## src/rtl/prefetch_buffer_if.sv

```systemverilog
// Prefetch buffer bus bundle: the processor memory request/response bus
// plus the valid/ready instruction channel towards the fetch stage and the
// redirect (flush) request.
interface prefetch_buffer_if #(
  parameter int DEPTH = 4
);
  // Redirect
  logic        flush_i;
  logic [31:0] flush_pc_i;
  // Memory request / response
  logic [31:0] addr_o;
  logic [1:0]  trans_o;
  logic        write_o;
  logic        size_o;
  logic [1:0]  prot_o;
  logic [31:0] rdata_i;
  logic        data_valid_i;
  logic        abort_i;
  // Fetch-stage channel
  logic [31:0] instr_o;
  logic [31:0] instr_pc_o;
  logic        instr_abort_o;
  logic        instr_valid_o;
  logic        instr_ready_i;
  logic [$clog2(DEPTH+1)-1:0] count_o;

  // The prefetch unit side
  modport master (
    input  flush_i, flush_pc_i,
    output addr_o, trans_o, write_o, size_o, prot_o,
    input  rdata_i, data_valid_i, abort_i,
    output instr_o, instr_pc_o, instr_abort_o, instr_valid_o,
    input  instr_ready_i,
    output count_o
  );

  // Memory controller / fetch stage / redirect source side
  modport slave (
    output flush_i, flush_pc_i,
    input  addr_o, trans_o, write_o, size_o, prot_o,
    output rdata_i, data_valid_i, abort_i,
    input  instr_o, instr_pc_o, instr_abort_o, instr_valid_o,
    output instr_ready_i,
    input  count_o
  );
endinterface

```

## src/rtl/prefetch_buffer.sv

```systemverilog
// Instruction prefetch buffer: issues sequential word reads (one outstanding
// at a time), queues returned words with their PC and abort flag in a
// DEPTH-entry FIFO, and hands them to the fetch stage over valid/ready.
// A flush empties the FIFO and redirects fetching to the new PC.
module prefetch_buffer #(
  parameter int          DEPTH    = 4,
  parameter logic [31:0] RESET_PC = 32'h0
) (
  input  logic              clk,
  input  logic              rst,
  prefetch_buffer_if.master bus
);
  localparam int AW = $clog2(DEPTH);
  localparam int CW = $clog2(DEPTH + 1);

  localparam logic [1:0] TRANS_IDLE   = 2'b00;
  localparam logic [1:0] TRANS_NONSEQ = 2'b10;
  localparam logic [1:0] TRANS_SEQ    = 2'b11;

  typedef enum logic [1:0] {IDLE, WAIT, DISCARD, HALT} state_t;

  state_t          state_reg;
  logic [31:0]     fetch_addr_reg;
  logic            nonseq_reg;
  logic [31:0]     addr_reg;
  logic [1:0]      trans_reg;
  logic [AW-1:0]   wr_ptr_reg;
  logic [AW-1:0]   rd_ptr_reg;
  logic [CW-1:0]   count_reg;

  logic [31:0]     data_mem  [DEPTH];
  logic [31:0]     pc_mem    [DEPTH];
  logic            abort_mem [DEPTH];

  logic            push;
  logic            pop;
  logic            not_empty;
  logic            has_room;

  // A word is only accepted while its request is outstanding; a flush in the
  // same edge wins over both push and pop.
  assign not_empty = (count_reg != '0);
  assign push      = (state_reg == WAIT) && bus.data_valid_i && !bus.flush_i;
  assign pop       = not_empty && bus.instr_ready_i && !bus.flush_i;
  assign has_room  = (count_reg < CW'(DEPTH));

  // Request sequencing, redirect handling and FIFO bookkeeping.
  always_ff @(posedge clk or posedge rst) begin
    if (rst) begin
      state_reg      <= IDLE;
      fetch_addr_reg <= RESET_PC;
      nonseq_reg     <= 1'b1;
      addr_reg       <= RESET_PC;
      trans_reg      <= TRANS_IDLE;
      wr_ptr_reg     <= '0;
      rd_ptr_reg     <= '0;
      count_reg      <= '0;
    end else if (bus.flush_i) begin
      // A request still in flight must have its late word swallowed.
      if ((state_reg == WAIT && !bus.data_valid_i) || state_reg == DISCARD)
        state_reg <= DISCARD;
      else
        state_reg <= IDLE;
      fetch_addr_reg <= bus.flush_pc_i & ~32'h3;
      nonseq_reg     <= 1'b1;
      trans_reg      <= TRANS_IDLE;
      wr_ptr_reg     <= '0;
      rd_ptr_reg     <= '0;
      count_reg      <= '0;
    end else begin
      case (state_reg)
        IDLE: begin
          // Only issue when the returned word is guaranteed a free slot.
          if (has_room) begin
            addr_reg   <= fetch_addr_reg;
            trans_reg  <= nonseq_reg ? TRANS_NONSEQ : TRANS_SEQ;
            nonseq_reg <= 1'b0;
            state_reg  <= WAIT;
          end else begin
            trans_reg <= TRANS_IDLE;
          end
        end
        WAIT: begin
          trans_reg <= TRANS_IDLE;
          if (bus.data_valid_i) begin
            if (bus.abort_i) begin
              state_reg <= HALT;
            end else begin
              fetch_addr_reg <= fetch_addr_reg + 32'd4;
              state_reg      <= IDLE;
            end
          end
        end
        DISCARD: begin
          trans_reg <= TRANS_IDLE;
          if (bus.data_valid_i)
            state_reg <= IDLE;
        end
        HALT: begin
          trans_reg <= TRANS_IDLE;
        end
      endcase

      if (push)
        wr_ptr_reg <= wr_ptr_reg + AW'(1);
      if (pop)
        rd_ptr_reg <= rd_ptr_reg + AW'(1);
      case ({push, pop})
        2'b10:   count_reg <= count_reg + CW'(1);
        2'b01:   count_reg <= count_reg - CW'(1);
        default: count_reg <= count_reg;
      endcase
    end
  end

  // FIFO storage: each slot captures the returned word when the write
  // pointer selects it. The word is tagged with the address it was fetched from.
  for (genvar gi = 0; gi < DEPTH; gi++) begin : g_entry
    // Capture the returned word, its PC and its abort status.
    always_ff @(posedge clk) begin
      if (push && wr_ptr_reg == AW'(gi)) begin
        data_mem[gi]  <= bus.rdata_i;
        pc_mem[gi]    <= fetch_addr_reg;
        abort_mem[gi] <= bus.abort_i;
      end
    end
  end

  // Head entry is forced to zero while empty so it is stable and clean.
  assign bus.instr_o       = not_empty ? data_mem[rd_ptr_reg]  : 32'h0;
  assign bus.instr_pc_o    = not_empty ? pc_mem[rd_ptr_reg]    : 32'h0;
  assign bus.instr_abort_o = not_empty ? abort_mem[rd_ptr_reg] : 1'b0;
  assign bus.instr_valid_o = not_empty;
  assign bus.count_o       = count_reg;

  assign bus.addr_o  = addr_reg;
  assign bus.trans_o = trans_reg;
  assign bus.write_o = 1'b0;
  assign bus.size_o  = 1'b1;
  assign bus.prot_o  = 2'b00;
endmodule

```

## src/flat_wrapper.sv

```systemverilog
// flat-port wrapper written by rule: the top's interface ports become plain ports
module prefetch_buffer_flat 
#(
  parameter int          DEPTH    = 4,
  parameter logic [31:0] RESET_PC = 32'h0
)
  (clk, rst, bus_flush_i, bus_flush_pc_i, bus_addr_o, bus_trans_o, bus_write_o, bus_size_o, bus_prot_o, bus_rdata_i, bus_data_valid_i, bus_abort_i, bus_instr_o, bus_instr_pc_o, bus_instr_abort_o, bus_instr_valid_o, bus_instr_ready_i, bus_count_o);
  prefetch_buffer_if #(.DEPTH(DEPTH)) bus_i ();
  input  logic clk;
  input  logic rst;
  input wire logic [$bits(bus_i.flush_i)-1:0] bus_flush_i;
  input wire logic [$bits(bus_i.flush_pc_i)-1:0] bus_flush_pc_i;
  output wire logic [$bits(bus_i.addr_o)-1:0] bus_addr_o;
  output wire logic [$bits(bus_i.trans_o)-1:0] bus_trans_o;
  output wire logic [$bits(bus_i.write_o)-1:0] bus_write_o;
  output wire logic [$bits(bus_i.size_o)-1:0] bus_size_o;
  output wire logic [$bits(bus_i.prot_o)-1:0] bus_prot_o;
  input wire logic [$bits(bus_i.rdata_i)-1:0] bus_rdata_i;
  input wire logic [$bits(bus_i.data_valid_i)-1:0] bus_data_valid_i;
  input wire logic [$bits(bus_i.abort_i)-1:0] bus_abort_i;
  output wire logic [$bits(bus_i.instr_o)-1:0] bus_instr_o;
  output wire logic [$bits(bus_i.instr_pc_o)-1:0] bus_instr_pc_o;
  output wire logic [$bits(bus_i.instr_abort_o)-1:0] bus_instr_abort_o;
  output wire logic [$bits(bus_i.instr_valid_o)-1:0] bus_instr_valid_o;
  input wire logic [$bits(bus_i.instr_ready_i)-1:0] bus_instr_ready_i;
  output wire logic [$bits(bus_i.count_o)-1:0] bus_count_o;
  assign bus_i.flush_i = bus_flush_i;
  assign bus_i.flush_pc_i = bus_flush_pc_i;
  assign bus_addr_o = bus_i.addr_o;
  assign bus_trans_o = bus_i.trans_o;
  assign bus_write_o = bus_i.write_o;
  assign bus_size_o = bus_i.size_o;
  assign bus_prot_o = bus_i.prot_o;
  assign bus_i.rdata_i = bus_rdata_i;
  assign bus_i.data_valid_i = bus_data_valid_i;
  assign bus_i.abort_i = bus_abort_i;
  assign bus_instr_o = bus_i.instr_o;
  assign bus_instr_pc_o = bus_i.instr_pc_o;
  assign bus_instr_abort_o = bus_i.instr_abort_o;
  assign bus_instr_valid_o = bus_i.instr_valid_o;
  assign bus_i.instr_ready_i = bus_instr_ready_i;
  assign bus_count_o = bus_i.count_o;
  prefetch_buffer #(.DEPTH(DEPTH), .RESET_PC(RESET_PC)) u_core (.clk(clk), .rst(rst), .bus(bus_i));
endmodule
```

## config.mk

```make
export PLATFORM = sky130hd
export DESIGN_NAME = prefetch_buffer_flat
export DESIGN_NICKNAME = d
export VERILOG_FILES = /design/src/rtl/prefetch_buffer_if.sv /design/src/rtl/prefetch_buffer.sv /design/src/flat_wrapper.sv
export SDC_FILE = /design/constraint.sdc
export NUM_CORES = 1
export LEC_CHECK = 0
export CAP_MARGIN = 15
export CORE_MARGIN = 3
export CORE_UTILIZATION = 55
export CTS_CLUSTER_DIAMETER = 50
export DETAILED_ROUTE_END_ITERATION = 7
export PLACE_DENSITY = 0.77
export SLEW_MARGIN = 30
export SYNTH_ARGS = -nofsm -noshare
export SYNTH_HDL_FRONTEND = slang
export SYNTH_SLANG_ARGS = --single-unit
```

## constraint.sdc

```tcl
create_clock -name clk -period 3.51 [get_ports clk]
set_input_delay 0.351 -clock clk [delete_from_list [all_inputs] [get_ports clk]]
set_output_delay 0.351 -clock clk [all_outputs]
set_load 0.05 [all_outputs]
```

# Yosys cells after proc, flatten, opt, wreduce, memory -nomap -nowiden
# Memory sizes are Yosys's and may differ from the RTL's.
# Index checks and enable logic that the tools add are counted.
[word_totals] reg_bits=76 mem_bits_rw=260 out_inout_bits=107 word_cells=129 n_memories=3
[memory_table] name="u_core.data_mem" words=4 word_bits=32 read_ports=1 rd_clocked_by_memory_dff=0 write_ports=1 line="prefetch_buffer.sv:31" rtl="logic [31:0] data_mem [DEPTH];"
[memory_table] name="u_core.pc_mem" words=4 word_bits=32 read_ports=1 rd_clocked_by_memory_dff=0 write_ports=1 line="prefetch_buffer.sv:32" rtl="logic [31:0] pc_mem [DEPTH];"
[memory_table] name="u_core.abort_mem" words=4 word_bits=1 read_ports=1 rd_clocked_by_memory_dff=0 write_ports=1 line="prefetch_buffer.sv:33" rtl="logic abort_mem [DEPTH];"
[classes] add_sub_neg=5 n_lt_le_gt_ge=1 n_eq_ne=12 mux=62 bitwise_logic=1 n_reduce_logical=37
[ops] op="2-to-1 mux 32 bit" n=12
[ops] op="OR reduction 32 bit" n=6
[ops] op="2-to-1 mux 2 bit" n=21
[ops] op="adder 32 x 3 -> 32 bit, second input constant" n=1
[ops] op="2-to-1 mux 1 bit" n=25
[ops] op="nonzero test 2 bit" n=6
[ops] op="equality test 2 bit, second input constant" n=5
[ops] op="logical AND 1 bit" n=9
[ops] op="equality test 2 x 1 -> 1 bit, second input constant" n=3
[ops] op="!= test 3 bit, second input constant" n=2
[ops] op="one-hot mux 2 bit (3 select lines)" n=1
[ops] op="one-hot mux 3 bit (2 select lines)" n=1
[ops] op="AND reduction 3 bit" n=2
[ops] op="nonzero test 3 bit" n=2
[ops] op="adder 2 x 1 -> 2 bit, second input constant" n=2
[ops] op="zero test 2 bit" n=2
[ops] op="one-hot mux 2 bit (2 select lines)" n=1
[ops] op="AND reduction 4 bit" n=1
[ops] op="nonzero test 4 bit" n=1
[ops] op="adder 3 x 1 -> 3 bit, second input constant" n=1
[ops] op="< comparator 3 bit, second input constant" n=1
[ops] op="2-to-1 mux 3 bit" n=1
[ops] op="!= test 3 x 2 -> 1 bit, second input constant" n=1
[ops] op="OR reduction 1 bit" n=3
[ops] op="other kinds (7)" n=8

# Depth between registers and ports, before layout
[depth] word_depth=10 ltp_mapped=10

# Least setup slack after synthesis
# No wires, ideal clock.
[synth_timing] path_kind="register to register" start="register u_core.state_reg[1]" end="memory u_core.abort_mem[0] (enable)" t_arrival_ns=2.715 required_time_ns=3.082 path_slack_ns=0.367 path_stages_with_launch=7 period_less_slack_ns=3.143 path_cell_list="dfrtp_1 inv_1 ha_1 buf_6 and2_1 clkbuf_1 and3_1"
[synth_via] elab_chain_cells=10
[synth_rtl] element="start: declaration" line="prefetch_buffer.sv:22" rtl="state_t state_reg;"
[synth_rtl] element="start signal: assignment" line="prefetch_buffer.sv:50" rtl="state_reg <= IDLE;"
[synth_rtl] element="start signal: assignment" line="prefetch_buffer.sv:61" rtl="state_reg <= DISCARD;"
[synth_rtl] element="start signal: assignment" line="prefetch_buffer.sv:63" rtl="state_reg <= IDLE;"
[synth_rtl] element="equality test 2 x 1 -> 1 bit (*)" line="prefetch_buffer.sv:43" rtl="assign push = (state_reg == WAIT) && bus.data_valid_i && !bus.flush_i;"
[synth_rtl] element="logical AND 1 bit (*) (2 in a row)" line="prefetch_buffer.sv:43"
[synth_rtl] element="logical AND 1 bit" line="prefetch_buffer.sv:121" rtl="if (push && wr_ptr_reg == AW'(gi)) begin"
[synth_rtl] element="2-to-1 mux 1 bit" line="prefetch_buffer.sv:121"
[synth_rtl] element="2-to-1 mux 1 bit (not written as such)" line="prefetch_buffer.sv:124" rtl="abort_mem[gi] <= bus.abort_i;"
[synth_rtl] element="OR reduction 1 bit (no line)"
[synth_rtl] element="2-to-1 mux 2 bit (no line) or 2-to-1 mux 1 bit (tied branches) (3 in a row)"
[synth_rtl] element="end: declaration" line="prefetch_buffer.sv:33"
# Every way passes the cells marked *; elsewhere a longest branch is shown, timed or not.

# Final worst setup path
[layout_timing] start="register u_core.count_reg[0], in the netlist u_core.bus.count_o[0]" end="output port bus_instr_o[11]"
[layout_via] elab_chain_cells=2
[layout_rtl] element="start: declaration" line="prefetch_buffer.sv:29" rtl="logic [CW-1:0] count_reg;"
[layout_rtl] element="start signal: assignment" line="prefetch_buffer.sv:109" rtl="2'b10: count_reg <= count_reg + CW'(1);"
[layout_rtl] element="start signal: assignment" line="prefetch_buffer.sv:110" rtl="2'b01: count_reg <= count_reg - CW'(1);"
[layout_rtl] element="start signal: assignment" line="prefetch_buffer.sv:111" rtl="default: count_reg <= count_reg;"
[layout_rtl] element="nonzero test 3 bit" line="prefetch_buffer.sv:42" rtl="assign not_empty = (count_reg != '0);"
[layout_rtl] element="2-to-1 mux 32 bit" line="prefetch_buffer.sv:130" rtl="assign bus.instr_o = not_empty ? data_mem[rd_ptr_reg] : 32'h0;"
[layout_rtl] element="end: declaration" line="flat_wrapper.sv:21" rtl="output wire logic [$bits(bus_i.instr_o)-1:0] bus_instr_o;"
# No other way between the ends.

==> out/metrics.csv <==
metric,value,unit
YS warnings,0,
max-cap viol count,0,
endpoints failing setup,0,
Multi-input gate area,3590,um^2
Fillers,1556,
Clock Latency Late Sink,0.50,ns
routability cong.,0.770,
top_reg_cell synth,edfxtp_1,
CTS tree,yes,
Final ANT Viol Nets,0,
CP max FO,65,
Yosys top cell by area,edfxtp_1,
CTS resizes,0,
final setup margin,0.211,ns
I/O pin count,177,
clock slew seen by the registers of the worst setup and hold paths,0.06,ns
Ant. Diodes,0,
Worst VDD drop,0.630,mV
Post-Syn Instances,765,
fraction of layout cells with a size suffix above 1,19.3,%
final wirelength,25.7,mm
drt wl/cell,20.0,um
CP Class,reg2out,
initial antenna violation count,0,
post-CTS setup buffer count,0,
"Hold Violations, Final",0,
biggest regs,"u_core.data_mem x128, u_core.pc_mem x120",
"Avg Cell Area, Syn",17.3,um^2
max reg flops,128,
Worst Tran Pin Value,0.914,ns
post-synthesis register bit count,324,
cell area after synthesis,13200,um^2
Hold Crit Class,in2async,
setup_tns,0,ns
FF-to-FF setup slack,0.88,ns
CP Capture Type,output pin,
drt drc,0,
die width,161,um
FF/Latch Area,9380,um^2
FMAX,303,MHz
share of the synthesized area in the top cell type,57.2,%
Final Slew Violations,0,
pin count of the biggest net entering global routing,66,
most frequent cell after synthesis,edfxtp_1,
vias per cell,5.71,
final HPWL from detailed placement,16.3,mm
full die area,25900,um^2
Post-synth ARST share,22.2,%
Yosys cell types,56,
RSZ-0062 raised after global routing,no,
placed cell count,1226,
Max Clock Skew,0.0108,ns
# hold bufs at CTS,0,
Worst Hold Margin,0.302,ns
via count,7345,
grt ovf,0,
startpoint type of the worst setup path,register,
min cycle time layout,3.30,ns
area grow syn2layout,24.7,%
# port buffers,166,
Setup WS pre-CTS,0.685,ns
Initial DRC Count,521,
vias in the first global route,7608,
initial core utilization,56.2,%
sequential area share after synthesis,70.8,%
status,"complete, no violations",
GRT Util Overall,20.3,%
leakage,5.58,nW
fin cells,1287,
Root Buffer,clkbuf_16,
CP arrival,2.95,ns
Cell Rows,56,
core area,23500,um^2
Power per Cell Area,822,nW/um^2
Post-synth EDFFs,252,
CTS Buf Count,34,
Clock Path Buffers,3,
worst r2r src,u_core.state_reg[1]$_DFFE_PP0P_,
Register-to-Register Path Depth,8,
htree depth,2,
first-pass GRT wire length,41.6,mm
FF-to-FF End,u_core.bus.count_o[2]$_DFFE_PP0P_,
Die Y,161,um
CP required,3.16,ns
"top cells by area, synth","edfxtp_1, dfrtp_1, mux4_2",
Total Nets Final,1023,
Post-synth top cells,"edfxtp_1, dfrtp_1, and2_1, mux4_2, nand2_1",
period utilization,94.0,%
Max-Slew Margin vs Limit,39.1,%
# clock sinks,324,
Top reg by flops,u_core.data_mem,
Pre-antenna DRT Iters,5,
worst max-delay path: stages, from the launching register on:
cell             delay [ns]
dfrtp_1                0.47
or3_2                  0.89
and2_1                 0.33
clkdlybuf4s50_1        0.70
cells in the final DEF (no fill, tap or decap), types with 10 or more instances in the layout:
cell type / netlist / final
a31oi_1: 12 / 12
and2_1: 67 / 67
buf_4: 8 / 11
clkbuf_16: 0 / 37
clkdlybuf4s50_1: 0 / 166
dfrtp_1: 71 / 69
edfxtp_1: 252 / 252
mux2_2: 30 / 30
mux4_2: 63 / 63
nand2_1: 37 / 37
nand3_1: 10 / 10
nand4_1: 12 / 12
nor2_1: 29 / 29
o21ai_0: 16 / 16
xnor2_1: 10 / 10
cells by family (layout without fill, tap and decap cells):
kind of cell               after synthesis  count (layout)  share of synthesized area [%]
xor gates and xnor gates                14              14                          0.927
DFF                                    324             324                           70.8
and+or+nand+nor                        204             204                           8.55
adders and majority gates               10              10                           1.00
muxes                                   95              95                           13.4
buffers and inverters                   60             257                           2.35
other                                    2               8                         0.0568
AOI/OAI and AO/OA                       56              56                           2.84
how the worst max path moves through the flow:
stage / startpoint / slack, ns / end / cells past startpoint
final: u_core.bus.count_o[0]$_DFFE_PP0P_ / 0.21 / bus_instr_o[11] / 3
after global routing: u_core.bus.count_o[0]$_DFFE_PP0P_ / 0.06 / bus_instr_pc_o[23] / 3
after CTS: u_core.bus.count_o[0]$_DFFE_PP0P_ / 0.14 / bus_instr_o[11] / 3
after detailed placement: u_core.bus.count_o[0]$_DFFE_PP0P_ / 0.68 / bus_instr_o[11] / 3
after global placement: u_core.bus.count_o[0]$_DFFE_PP0P_ / 0.69 / bus_instr_o[18] / 3
after floorplan: u_core.state_reg[1]$_DFFE_PP0P_ / 0.37 / u_core.abort_mem[0]$_DFFE_PP_ / 6
final cells by class:
cell class                      instances  area share (%)
Tap cell                              319            2.42
Sequential cell                       324            56.8
Timing Repair Buffer                  185            11.5
Multi-Input combinational cell        387            21.7
Inverter                               11           0.250
Clock buffer                           43            5.93
Clock inverter                         18            1.27
per-layer routing:
metal  up-vias  part of all wire [%]  GRT usage, %
met4         0                   1.5          4.89
met2       277                    50          33.3
li1       3329                     -             -
met1      3713                    42          28.3
met5         -                     0             0
met3        26                   7.0          4.62
power by group:
group,internal [mW],switching [mW],total [mW]
Clock,2.28,1.41,3.69
Sequential,4.47,0.287,4.76
Combinational,1.96,3.16,5.11
Total,8.70,4.86,13.6
through the flow:
step / area, um^2 / power, mW / utilization, %
2_1_floorplan: 13200 / 8.36 / -
3_3_place_gp: 15300 / 9.96 / 65.0
3_5_place_dp: 15300 / 10.0 / 65.0
4_1_cts: 16500 / 13.7 / 70.1
5_1_grt: 16500 / 14.1 / 70.1
6_report: 16500 / 13.6 / 70.1
No activity file was read; power rests on OpenSTA's default activity.
